File: src/rtl/alu_seq_mpy_div.sv
// Multicycle shift / multiply / divide unit for the execute stage.
// Shift-add multiplier and restoring divider share one HI/LO working register pair.
module alu_seq_mpy_div #(
  parameter int unsigned WIDTH = 32,
  localparam int unsigned SHW = $clog2(WIDTH)
) (
  input  logic             clk,
  input  logic             reset,
  input  logic             start,
  input  logic [5:0]       FS,
  input  logic [WIDTH-1:0] S,
  input  logic [WIDTH-1:0] T,
  input  logic [SHW-1:0]   shamt,
  output logic             busy,
  output logic             done,
  output logic [WIDTH-1:0] Y_hi,
  output logic [WIDTH-1:0] Y_lo,
  output logic             C,
  output logic             V,
  output logic             N,
  output logic             Z
);

  localparam logic [5:0] FnSll  = 6'h0C;
  localparam logic [5:0] FnSrl  = 6'h0D;
  localparam logic [5:0] FnSra  = 6'h0E;
  localparam logic [5:0] FnMul  = 6'h1E;
  localparam logic [5:0] FnMulu = 6'h1C;
  localparam logic [5:0] FnDiv  = 6'h1F;
  localparam logic [5:0] FnDivu = 6'h1D;
  localparam logic [SHW-1:0] CntLast = SHW'(WIDTH - 1);

  typedef enum logic [1:0] {StIdle, StCalc, StFix, StDone} state_e;

  state_e             state_q, state_d;
  logic [SHW-1:0]     cnt_q, cnt_d;
  logic [WIDTH-1:0]   hi_q, hi_d, lo_q, lo_d, opb_q, opb_d;
  logic               is_div_q, is_div_d, neg_lo_q, neg_lo_d, neg_hi_q, neg_hi_d, ovf_q, ovf_d;
  logic [WIDTH-1:0]   yhi_q, yhi_d, ylo_q, ylo_d;
  logic               c_q, c_d, v_q, v_d, n_q, n_d, z_q, z_d;

  // Operation decode on the live inputs; only used on the accept edge.
  logic op_mul, op_div, op_signed, op_shift, t_zero, s_neg, t_neg, min_by_neg1;
  logic [WIDTH-1:0] s_mag, t_mag;

  assign op_mul      = (FS == FnMul) || (FS == FnMulu);
  assign op_div      = (FS == FnDiv) || (FS == FnDivu);
  assign op_signed   = (FS == FnMul) || (FS == FnDiv);
  assign op_shift    = (FS == FnSll) || (FS == FnSrl) || (FS == FnSra);
  assign t_zero      = (T == '0);
  assign s_neg       = op_signed & S[WIDTH-1];
  assign t_neg       = op_signed & T[WIDTH-1];
  assign s_mag       = s_neg ? -S : S;
  assign t_mag       = t_neg ? -T : T;
  assign min_by_neg1 = (FS == FnDiv) && (S == {1'b1, {(WIDTH-1){1'b0}}}) && (&T);

  // Shifts use one guard bit to capture the last bit shifted out.
  logic [WIDTH:0]        sll_ext, srl_ext, sra_ext;
  logic signed [WIDTH:0] t_ext_s;
  logic [WIDTH-1:0]      sh_y;
  logic                  sh_c;

  assign sll_ext = {1'b0, T} << shamt;
  assign srl_ext = {T, 1'b0} >> shamt;
  assign t_ext_s = {T, 1'b0};
  assign sra_ext = t_ext_s >>> shamt;

  always_comb begin
    sh_y = srl_ext[WIDTH:1];
    sh_c = srl_ext[0];
    if (FS == FnSll) begin
      sh_y = sll_ext[WIDTH-1:0];
      sh_c = sll_ext[WIDTH];
    end else if (FS == FnSra) begin
      sh_y = sra_ext[WIDTH:1];
      sh_c = sra_ext[0];
    end
  end

  // Iteration datapaths and final sign correction.
  logic [WIDTH:0]     mul_sum, div_rem_sh, div_diff;
  logic [2*WIDTH-1:0] prod_raw, prod_fix;
  logic [WIDTH-1:0]   quo_fix, rem_fix;

  assign mul_sum    = {1'b0, hi_q} + (lo_q[0] ? {1'b0, opb_q} : {(WIDTH+1){1'b0}});
  assign div_rem_sh = {hi_q, lo_q[WIDTH-1]};
  assign div_diff   = div_rem_sh - {1'b0, opb_q};
  assign prod_raw   = {hi_q, lo_q};
  assign prod_fix   = neg_lo_q ? -prod_raw : prod_raw;
  assign quo_fix    = neg_lo_q ? -lo_q : lo_q;
  assign rem_fix    = neg_hi_q ? -hi_q : hi_q;

  always_comb begin
    state_d  = state_q;
    cnt_d    = cnt_q;
    hi_d     = hi_q;
    lo_d     = lo_q;
    opb_d    = opb_q;
    is_div_d = is_div_q;
    neg_lo_d = neg_lo_q;
    neg_hi_d = neg_hi_q;
    ovf_d    = ovf_q;
    yhi_d    = yhi_q;
    ylo_d    = ylo_q;
    c_d      = c_q;
    v_d      = v_q;
    n_d      = n_q;
    z_d      = z_q;
    unique case (state_q)
      StIdle, StDone: begin
        state_d = StIdle;
        if (start) begin
          cnt_d = '0;
          if (op_mul) begin
            hi_d     = '0;
            lo_d     = t_mag;
            opb_d    = s_mag;
            is_div_d = 1'b0;
            neg_lo_d = s_neg ^ t_neg;
            neg_hi_d = 1'b0;
            ovf_d    = 1'b0;
            state_d  = StCalc;
          end else if (op_div && !t_zero) begin
            hi_d     = '0;
            lo_d     = s_mag;
            opb_d    = t_mag;
            is_div_d = 1'b1;
            neg_lo_d = s_neg ^ t_neg;
            neg_hi_d = s_neg;
            ovf_d    = min_by_neg1;
            state_d  = StCalc;
          end else begin
            // Single-edge results: shifts, divide-by-zero, illegal codes.
            state_d = StDone;
            yhi_d   = '0;
            c_d     = 1'b0;
            v_d     = 1'b0;
            if (op_div) begin
              ylo_d = '1;
              yhi_d = S;
              v_d   = 1'b1;
            end else if (op_shift) begin
              ylo_d = sh_y;
              c_d   = sh_c;
            end else begin
              ylo_d = '0;
              v_d   = 1'b1;
            end
            n_d = ylo_d[WIDTH-1];
            z_d = (ylo_d == '0);
          end
        end
      end
      StCalc: begin
        if (is_div_q) begin
          if (!div_diff[WIDTH]) begin
            hi_d = div_diff[WIDTH-1:0];
            lo_d = {lo_q[WIDTH-2:0], 1'b1};
          end else begin
            hi_d = div_rem_sh[WIDTH-1:0];
            lo_d = {lo_q[WIDTH-2:0], 1'b0};
          end
        end else begin
          hi_d = mul_sum[WIDTH:1];
          lo_d = {mul_sum[0], lo_q[WIDTH-1:1]};
        end
        cnt_d = cnt_q + SHW'(1);
        if (cnt_q == CntLast) state_d = StFix;
      end
      StFix: begin
        c_d = 1'b0;
        if (is_div_q) begin
          ylo_d = quo_fix;
          yhi_d = rem_fix;
          v_d   = ovf_q;
          n_d   = quo_fix[WIDTH-1];
          z_d   = (quo_fix == '0);
        end else begin
          {yhi_d, ylo_d} = prod_fix;
          v_d   = 1'b0;
          n_d   = prod_fix[2*WIDTH-1];
          z_d   = (prod_fix == '0);
        end
        state_d = StDone;
      end
      default: state_d = StIdle;
    endcase
  end

  always_ff @(posedge clk or negedge reset) begin
    if (!reset) begin
      state_q  <= StIdle;
      cnt_q    <= '0;
      hi_q     <= '0;
      lo_q     <= '0;
      opb_q    <= '0;
      is_div_q <= 1'b0;
      neg_lo_q <= 1'b0;
      neg_hi_q <= 1'b0;
      ovf_q    <= 1'b0;
      yhi_q    <= '0;
      ylo_q    <= '0;
      c_q      <= 1'b0;
      v_q      <= 1'b0;
      n_q      <= 1'b0;
      z_q      <= 1'b0;
    end else begin
      state_q  <= state_d;
      cnt_q    <= cnt_d;
      hi_q     <= hi_d;
      lo_q     <= lo_d;
      opb_q    <= opb_d;
      is_div_q <= is_div_d;
      neg_lo_q <= neg_lo_d;
      neg_hi_q <= neg_hi_d;
      ovf_q    <= ovf_d;
      yhi_q    <= yhi_d;
      ylo_q    <= ylo_d;
      c_q      <= c_d;
      v_q      <= v_d;
      n_q      <= n_d;
      z_q      <= z_d;
    end
  end

  assign busy = (state_q == StCalc) || (state_q == StFix);
  assign done = (state_q == StDone);
  assign Y_hi = yhi_q;
  assign Y_lo = ylo_q;
  assign C    = c_q;
  assign V    = v_q;
  assign N    = n_q;
  assign Z    = z_q;

endmodule

File: config.mk
export PLATFORM = sky130hd
export DESIGN_NAME = alu_seq_mpy_div
export DESIGN_NICKNAME = d
export VERILOG_FILES = /design/src/rtl/alu_seq_mpy_div.sv
export SDC_FILE = /design/constraint.sdc
export NUM_CORES = 1
export LEC_CHECK = 0
export CORE_MARGIN = 3
export CORE_UTILIZATION = 25
export DETAILED_ROUTE_END_ITERATION = 10
export SLEW_MARGIN = 20
export SYNTH_ARGS = -nofsm -noshare
export SYNTH_HDL_FRONTEND = slang
export SYNTH_SLANG_ARGS = --single-unit
File: constraint.sdc
create_clock -name clk -period 4.8 [get_ports clk]
set_clock_uncertainty 0.05 [all_clocks]
set_input_delay 1.44 -clock clk [delete_from_list [all_inputs] [get_ports clk]]
set_output_delay 1.44 -clock clk [all_outputs]
set_load 0.05 [all_outputs]
## After elaboration in Yosys (flattened, before gate mapping)

Index checks and enable logic that the tools add are counted.

- Output and inout port bits: 70
- Input bits: 78
- Bits in registers: 175
- Logic and storage cells: 149

- Bitwise operators: 3
- Equal/unequal tests: 17
- Add/sub/neg operators: 8
- Multiplexer cells: 79
- Shift-type cells: 3
- Reduce and logical (&&, ||, !) cells: 24

Operators with widths:

| kind | number |
|---|---|
| 32-bit 2-to-1 mux | 33 |
| 32-bit case mux with 2 select lines | 4 |
| 32-bit negator | 4 |
| 32-bit zero test | 3 |
| 64-bit zero test | 1 |
| 64-bit 2-to-1 mux | 1 |
| 64-bit negator | 1 |
| 32-bit by 32-bit adder with 33-bit output | 1 |
| 32-bit by 5-bit left shift with 33-bit output | 1 |
| 33-bit by 5-bit >> shifter with 33-bit output | 1 |
| 33-bit by 5-bit >>> shifter with 33-bit output | 1 |
| 33-bit by 32-bit subtractor with 33-bit output | 1 |
| 32-bit == test, second input constant | 1 |
| 32-bit AND reduction | 1 |
| 1-bit 2-to-1 mux | 30 |
| 6-bit by 5-bit == test with 1-bit output, second input constant | 4 |
| 6-bit by 4-bit == test with 1-bit output, second input constant | 3 |
| 5-bit case mux with 2 select lines | 1 |
| 2-bit 2-to-1 mux | 4 |
| 2-bit inequality test, second input constant | 4 |
| 1-bit case mux with 2 select lines | 4 |
| 1-bit logical OR | 6 |
| 2-bit case mux with 3 select lines | 1 |
| 3-bit AND reduction | 2 |
| 15 further kinds | 21 |

## Depth between registers and ports, before layout

- Word-level depth: 14
- Mapped depth: 15
- Gate-level depth less buffers: 13

## Worst setup path after synthesis

No wires, ideal clock.

- Path type: input-to-reg
- From: input port shamt[0]
- To: register z_q (netlist: Z)
- Setup slack: 197 ps
- Buffers on the path: 3
- Stages on the path: 12
- Data required time: 4,663 ps
- Data arrival time: 4,467 ps
- Path through: buf_2 buf_1 buf_1 mux4_2 mux2_2 mux2i_1 nor2_1 a311oi_1 nand4_1 nor3_1 nand4_1 o211ai_1

- Cells in the longest elaborated chain, start to end: 14

Ends and longest elaborated chain:

| what | line | text |
|---|---|---|
| from (decl) | 13 | `input logic [SHW-1:0] shamt,` |
| 33-bit by 5-bit >> shifter with 33-bit output / 33-bit by 5-bit >>> shifter with 33-bit output (equally long branches) | 64, 66 |  |
| 32-bit 2-to-1 mux | 74 | `end else if (FS == FnSra) begin` |
| 32-bit 2-to-1 mux (*) | 71 | `if (FS == FnSll) begin` |
| 32-bit 2-to-1 mux (*) | 142 | `end else if (op_shift) begin` |
| 32-bit 2-to-1 mux (*) | 138 | `if (op_div) begin` |
| 32-bit 2-to-1 mux (*) | 123 | `end else if (op_div && !t_zero) begin` |
| 32-bit 2-to-1 mux (*) | 114 | `if (op_mul) begin` |
| 32-bit 2-to-1 mux (*) | 112 | `if (start) begin` |
| 32-bit 2-to-1 mux (*) | 109 | `unique case (state_q)` |
| 32-bit zero test (*) | 150 | `z_d = (ylo_d == '0);` |
| 1-bit 2-to-1 mux (*) | 123 |  |
| 1-bit 2-to-1 mux (*) | 114 |  |
| 1-bit 2-to-1 mux (*) | 112 |  |
| 1-bit case mux with 2 select lines (*) | 109 |  |
| to (signal assigned) | 222 | `z_q <= z_d;` |
| to (decl) | 40 | `logic c_q, c_d, v_q, v_d, n_q, n_d, z_q, z_d;` |

Every way passes the cells marked *; elsewhere a longest branch is shown, timed or not. The select of a mux whose other input is x is not followed.
A chain may end at the register's enable or synchronous reset.

## Worst setup path after layout

- From: input port S[16]
- To: register lo_q[24]

- Cells in the longest elaborated chain, start to end: 6

Ends and longest elaborated chain:

| what | line | text |
|---|---|---|
| from (decl) | 11 | `input logic [WIDTH-1:0] S,` |
| 32-bit negator | 53 | `assign s_mag = s_neg ? -S : S;` |
| 32-bit 2-to-1 mux | 53 |  |
| 32-bit 2-to-1 mux | 123 |  |
| 32-bit 2-to-1 mux | 114 |  |
| 32-bit 2-to-1 mux | 112 |  |
| 32-bit case mux with 2 select lines | 109 |  |
| to (signal assigned) | 211 | `lo_q <= lo_d;` |
| to (decl) | 37 | `logic [WIDTH-1:0] hi_q, hi_d, lo_q, lo_d, opb_q, opb_d;` |

Every way passes these cells. The select of a mux whose other input is x is not followed.

==> results.ini <==
[route]
postRouteAntennaNets=0
firstDrtPassIters=8
via_per_inst=5.90
drt_iter0_markers=2959
routed_wl_um=95600
num_vias=23600
drc_errors=0
wire_per_inst_um=24.0

[synth]
synth.avg_cell_area_um2=7.61
synth_area_um2=20800
synth_cell_type_count=82
syn_nets=2887
yosys_most_used_dff=dfrtp_1
async_flop_share=1.00
synth-seq-cells=175
synth_warnings=0
syn_inst=2732
synth_enable_flop_cells=0
ys_seq_area_frac=0.211

[clock_tree]
post_cts_buffers=0
cts_root_buf=clkbuf_16
cts_sinks=175
postCtsHoldBufs=0
cts.reportedPaths.clkPinSlew_ns=0.08
tritoncts=done
clkLatencyLatePin_ns=0.48
cts_made_buffers=17
cts_resized=0
cts_buffer_depth=2
htreeDepth=4

[power_and_ir_drop]
power.density_nw_per_um2=618
p_leak_uw=0.0102
peakVddDrop_mv=0.275

[floorplanning]
die_h_um=294
start_util=0.253
dieArea_um2=86600
fp-row-count=105
die_w_um=294
coreArea_um2=82200
io-pin-count=148

[critical_path]
worstPathRequired_ns=5.15
crit_chain=clkdlybuf4s50_1, nor4_1, nand2b_1, nor3b_1, buf_4, nor2_1, xnor2_1, a211oi_1, a21oi_1, a21oi_1
crit_path_max_incr_delay_ns=1.08
crit_type=primary input to flop
cp_slowest_cell=nor4_1
crit_fanout=4
reg2reg_depth=11
end_kind=flop
cpMostUsedCell=a21oi_1
start_kind=primary input
critPathArrivalTime_ns=5.03

[timing]
maxSlewHeadroom=0.136
tightest_slew_ns=1.28
holdWs_ns=0.429
drv_slew=0
rsz0062_at_grt=false
min_period_ns=4.67
max_freq_ghz=0.214
report.final.setup_viol=0
hold_viol=0
fin_crit_sh=0.974
fin_ws_ns=0.127

[global_routing]
grt_use_total=0.213
grt_pass1_wl_um=142000
antenna_found_initial=1
grt_pass1_vias=22000
grt-ovfl-total=0
grt_max_degree=105

[final_layout]
fin_nets=3064
antennaDiodeCount=0
area_delta_synth_final_pct=22.3
final_cell_area_um2=25400
drive_gt1_frac=0.151
stdcell_count=3992
final_cell_mix=347 x nor2_1, 237 x a21oi_1, 237 x buf_4
final_common_cell=nor2_1

[placed_design]
place_inst=3960
place_area_um2=24800
place_congestion=0.979
io_buffers=147
hpwlAfterDp_um=74900
pre_cts_ws_ns=-0.0477

[hold_path]
worst_hold_path_type=flop to flop
hold_depth=1

[run_status]
outcome=finished, final reports clean

[job]
drv_cap=0

==> layer usage <==
layer / vias to the layer above / GRT usage / share of wire
met5: - / 0 / 0.00014
met4: 2 / 0.0749 / 0.037
met3: 194 / 0.0410 / 0.099
met2: 1340 / 0.336 / 0.45
met1: 11500 / 0.291 / 0.42
li1: 10600 / - / -
==> worst max-delay path: cells and delay by family <==
family          cells  cell delay [ns]
xor+xnor            1             0.19
simple gates        4             2.11
compound gates      3             0.61
buf+inv             2             0.67
==> Yosys cell counts, types with 9 or more instances <==
master | n | area share
and3_1 | 20 | 0.0060
mux2i_1 | 75 | 0.036
a22oi_1 | 21 | 0.0076
o21ai_0 | 179 | 0.043
o22ai_1 | 26 | 0.0078
ha_1 | 75 | 0.045
a211oi_1 | 64 | 0.023
a21oi_1 | 237 | 0.057
mux2_2 | 56 | 0.030
nor2b_1 | 15 | 0.0045
or3_1 | 23 | 0.0069
mux4_2 | 54 | 0.059
clkbuf_1 | 213 | 0.038
o31ai_1 | 36 | 0.013
a21o_1 | 45 | 0.016
buf_1 | 21 | 0.0038
o2111ai_1 | 13 | 0.0055
a211o_1 | 9 | 0.0038
nand3_1 | 61 | 0.015
a221oi_1 | 56 | 0.024
nor4_1 | 35 | 0.011
o21a_1 | 14 | 0.0051
or2_2 | 17 | 0.0051
nand2_1 | 211 | 0.038
o211ai_1 | 33 | 0.012
a31oi_1 | 25 | 0.0075
o41ai_1 | 13 | 0.0055
nor3_1 | 72 | 0.017
dfrtp_1 | 175 | 0.21
nand2b_1 | 24 | 0.0072
xnor2_1 | 83 | 0.035
and2_1 | 9 | 0.0027
nor2_1 | 349 | 0.063
or4_1 | 29 | 0.010
inv_1 | 76 | 0.014
nand4_1 | 26 | 0.0078
xor2_1 | 89 | 0.038
==> area by class of cell <==
| cell class | instances | area, µm² |
|---|---|---|
| well taps | 1070 | 1340 |
| repair buffers | 396 | 3490 |
| fillers | 8817 | 56800 |
| flip-flops and latches | 175 | 4380 |
| inverters | 80 | 300 |
| clock inverters | 14 | 194 |
| clock buffers | 18 | 439 |
| multi-input cells | 2239 | 15300 |
==> through the flow <==
| step | TNS [ns] | util | power, µW |
|---|---|---|---|
| 2_1_floorplan | 0 | - | 10100 |
| 3_3_place_gp | -0.356 | 0.301 | 13900 |
| 3_5_place_dp | -0.110 | 0.301 | 13900 |
| 4_1_cts | 0 | 0.309 | 15500 |
| 5_1_grt | 0 | 0.309 | 16700 |
| 6_report | 0 | 0.309 | 15700 |
==> sequential cells by signal (all words and copies together), names as in the netlist <==
register	count
ovf_q	1
N	1
lo_q	32
cnt_q	5
neg_lo_q	1
V	1
is_div_q	1
hi_q	32
state_q	2
Y_lo	32
neg_hi_q	1
Z	1
C	1
opb_q	32
Y_hi	32
==> cells by family (layout without fill, tap and decap cells) <==
family,Yosys count,count (layout),synth area share
simple gates,921,921,0.207
compound gates,884,884,0.280
buf+inv,318,508,0.0577
mux,185,185,0.125
flops,175,175,0.211
xor+xnor,172,172,0.0725
fa+ha+maj,77,77,0.0471
==> worst paths after layout <==
kind	startpoint	end	slack, ns
min reg2reg	Y_lo[19]$_DFFE_PN0P_	Y_lo[19]$_DFFE_PN0P_	0.43
min in group asynchronous	reset	Y_hi[29]$_DFFE_PN0P_	1.02
max in group asynchronous	reset	hi_q[23]$_DFFE_PN0P_	2.74
min	Y_lo[19]$_DFFE_PN0P_	Y_lo[19]$_DFFE_PN0P_	0.43
max	S[16]	lo_q[24]$_DFFE_PN0P_	0.13
max reg2reg	lo_q[1]$_DFFE_PN0P_	Z$_DFFE_PN0P_	0.25
==> report_power, final <==
| group | switching, µW | leakage [µW] | internal, µW | total [µW] |
|---|---|---|---|---|
| clock network | 709 | 0.000312 | 854 | 1560 |
| logic | 6950 | 0.00774 | 4250 | 11200 |
| registers | 806 | 0.00219 | 2140 | 2950 |
No activity file was read; power rests on OpenSTA's default activity.
==> edit: new RTL, config.mk and constraints unchanged <==
The 4 states of `state_e` get a one-hot encoding in 4 bits.
--- a/src/rtl/alu_seq_mpy_div.sv
+++ b/src/rtl/alu_seq_mpy_div.sv
@@ -30,7 +30,7 @@
   localparam logic [5:0] FnDivu = 6'h1D;
   localparam logic [SHW-1:0] CntLast = SHW'(WIDTH - 1);
 
-  typedef enum logic [1:0] {StIdle, StCalc, StFix, StDone} state_e;
+  typedef enum logic [3:0] {StIdle = 4'b0001, StCalc = 4'b0010, StFix = 4'b0100, StDone = 4'b1000} state_e;
 
   state_e             state_q, state_d;
   logic [SHW-1:0]     cnt_q, cnt_d;
Function: no difference found for any inputs over 4 cycles, from zero or initial values and one cycle with reset low; so few cycles prove little.
==> edit against the original RTL <==
  * Synthesized area is 1.5% lower
  * Fmax is 1.3% lower
  * Final area is 2.8% higher
  * Sequential share of layout area is 0.25 points lower
  * Power is 9.8% lower
  * Setup slack worse by 0.063 ns
  * Sequential cell count is 2 higher
  * Wire length is 1.7% lower
  * Critical path type unchanged
  * Largest power group unchanged
  * Highest routed layer is now met4
==> edit: results (changes against the original RTL) <==
[logic_synthesis]
synth_area_leaders = dfrtp_1 (22%), mux4_2 (6.2%), nor2_1 (5.6%)  ; was dfrtp_1 (21%), nor2_1 (6.3%), mux4_2 (5.9%)
syn-num-nets = 2813  ; was 2887
syn_avg_cell_area_um2 = 7.694  ; was 7.607 um^2
synth_cell_type_count = 93  ; was 82
synthTopCellsByCount = nor2_1 (304), nand2_1 (234), clkbuf_1 (199)  ; was nor2_1 (349), a21oi_1 (237), clkbuf_1 (213)
synth_xor_area_frac = 0.07871  ; was 0.07249
synth_compound_area_frac = 0.2626  ; was 0.2795
synth.area.mux_share = 0.1261  ; was 0.1250
synthAdderAreaFrac = 0.04596  ; was 0.04708

[setup_path]
cp_slowest_cell = or4_4  ; was nor4_1
critPathArrivalTime_ns = 5.05  ; was 5.03 ns
slowest_delay_ns = 0.60  ; was 1.08 ns
reg2reg_slack_ns = 0.32  ; was 0.25 ns

[run_status]
status = finished clean  ; unchanged

[routing]
drt_iter0_drc = 2896  ; was 2959
wl_met1_um = 42530  ; was 39910 um
highest_layer = met4  ; was met5
drt_pass1_iterations = 6  ; was 8
drt-wirelength-per-cell_um = 23.21  ; was 23.96 um
viasPerCell = 5.658  ; was 5.900

[layout]
drive_gt1_frac = 0.1912  ; was 0.1509
regArea_um2 = 4436  ; was 4380 um^2
fillers = 8611  ; was 8817

[place]
placed_cells = 4014  ; was 3960
post-place-ws_ns = -0.6188  ; was -0.04774 ns
gp_congestion = 0.9834  ; was 0.9786
dpl-instance-area_um2 = 25480  ; was 24790 um^2

[clock_network]
cts_resized = 2  ; was 0

[global_route]
grt_max_degree = 74  ; was 105
grt_first_pass_wirelength_um = 139900  ; was 141900 um
grtUsageMet2 = 0.3226  ; was 0.3362
use_met1 = 0.3123  ; was 0.2908
use_met3 = 0.03278  ; was 0.04099

[timing]
fin_ws_ns = 0.06432  ; was 0.1270 ns
hold-worst-slack_ns = 0.4394  ; was 0.4288 ns

[pwr]
cellLeakagePower_uw = 0.01071  ; was 0.01024 uW

[edit: changes by cell type after synthesis, moves of 12 or more]
cell and change:
xnor2_1 +21, nor3_1 -21, clkbuf_1 -14, a21oi_1 -42, a211oi_1 -12, nand2_1 +23, o221ai_1 +12, a221oi_1 -14
nor2_1 -45, mux2_2 -18, mux2i_1 +13
[edit: logic make-up after synthesis]
| kind of cell | after synthesis |
|---|---|
| flops | 177 |
| simple gates | 897 |
| buf+inv | 318 |
| xor+xnor | 184 |
| fa+ha+maj | 74 |
| compound gates | 828 |
| mux | 183 |
[edit: worst paths after layout]
kind                          start       end  cells after the start
hold / removal             Y_hi[31]  Y_hi[31]                      2
min in group asynchronous     reset  hi_q[23]                      1
max in group asynchronous     reset  Y_lo[22]                      2
setup / recovery              T[22]         Z                     13
hold reg to reg            Y_hi[31]  Y_hi[31]                      2
setup reg to reg           lo_q[24]         Z                     11
[edit: worst reg2reg max path, stage by stage, from the launching register on]
cell and delay, ns:
dfrtp_1 0.49, nor4_1 0.61, nor4b_2 0.57, nand4_1 0.38, nor3_1 0.33, buf_4 0.20
nand2_1 0.17, mux2_2 0.28, a32oi_1 0.09, or2_0 0.26, or4_1 0.65, o31ai_1 0.29
[edit: final cells by class]
class                           instances  share of cell area
Tap cell                             1060             0.05077
Inverter                               75             0.01078
Timing Repair Buffer                  537              0.1747
Multi-Input combinational cell       2166              0.5710
Clock inverter                         15            0.006466
Antenna cell                            2           0.0001916
Sequential cell                       177              0.1698
Clock buffer                           17             0.01629
[edit: report_power, final]
part	switching (uW)	total, uW	internal, uW
clock	748	1490	744
combinational	5970	9760	3790
sequential	785	2910	2130
total	7500	14200	6660
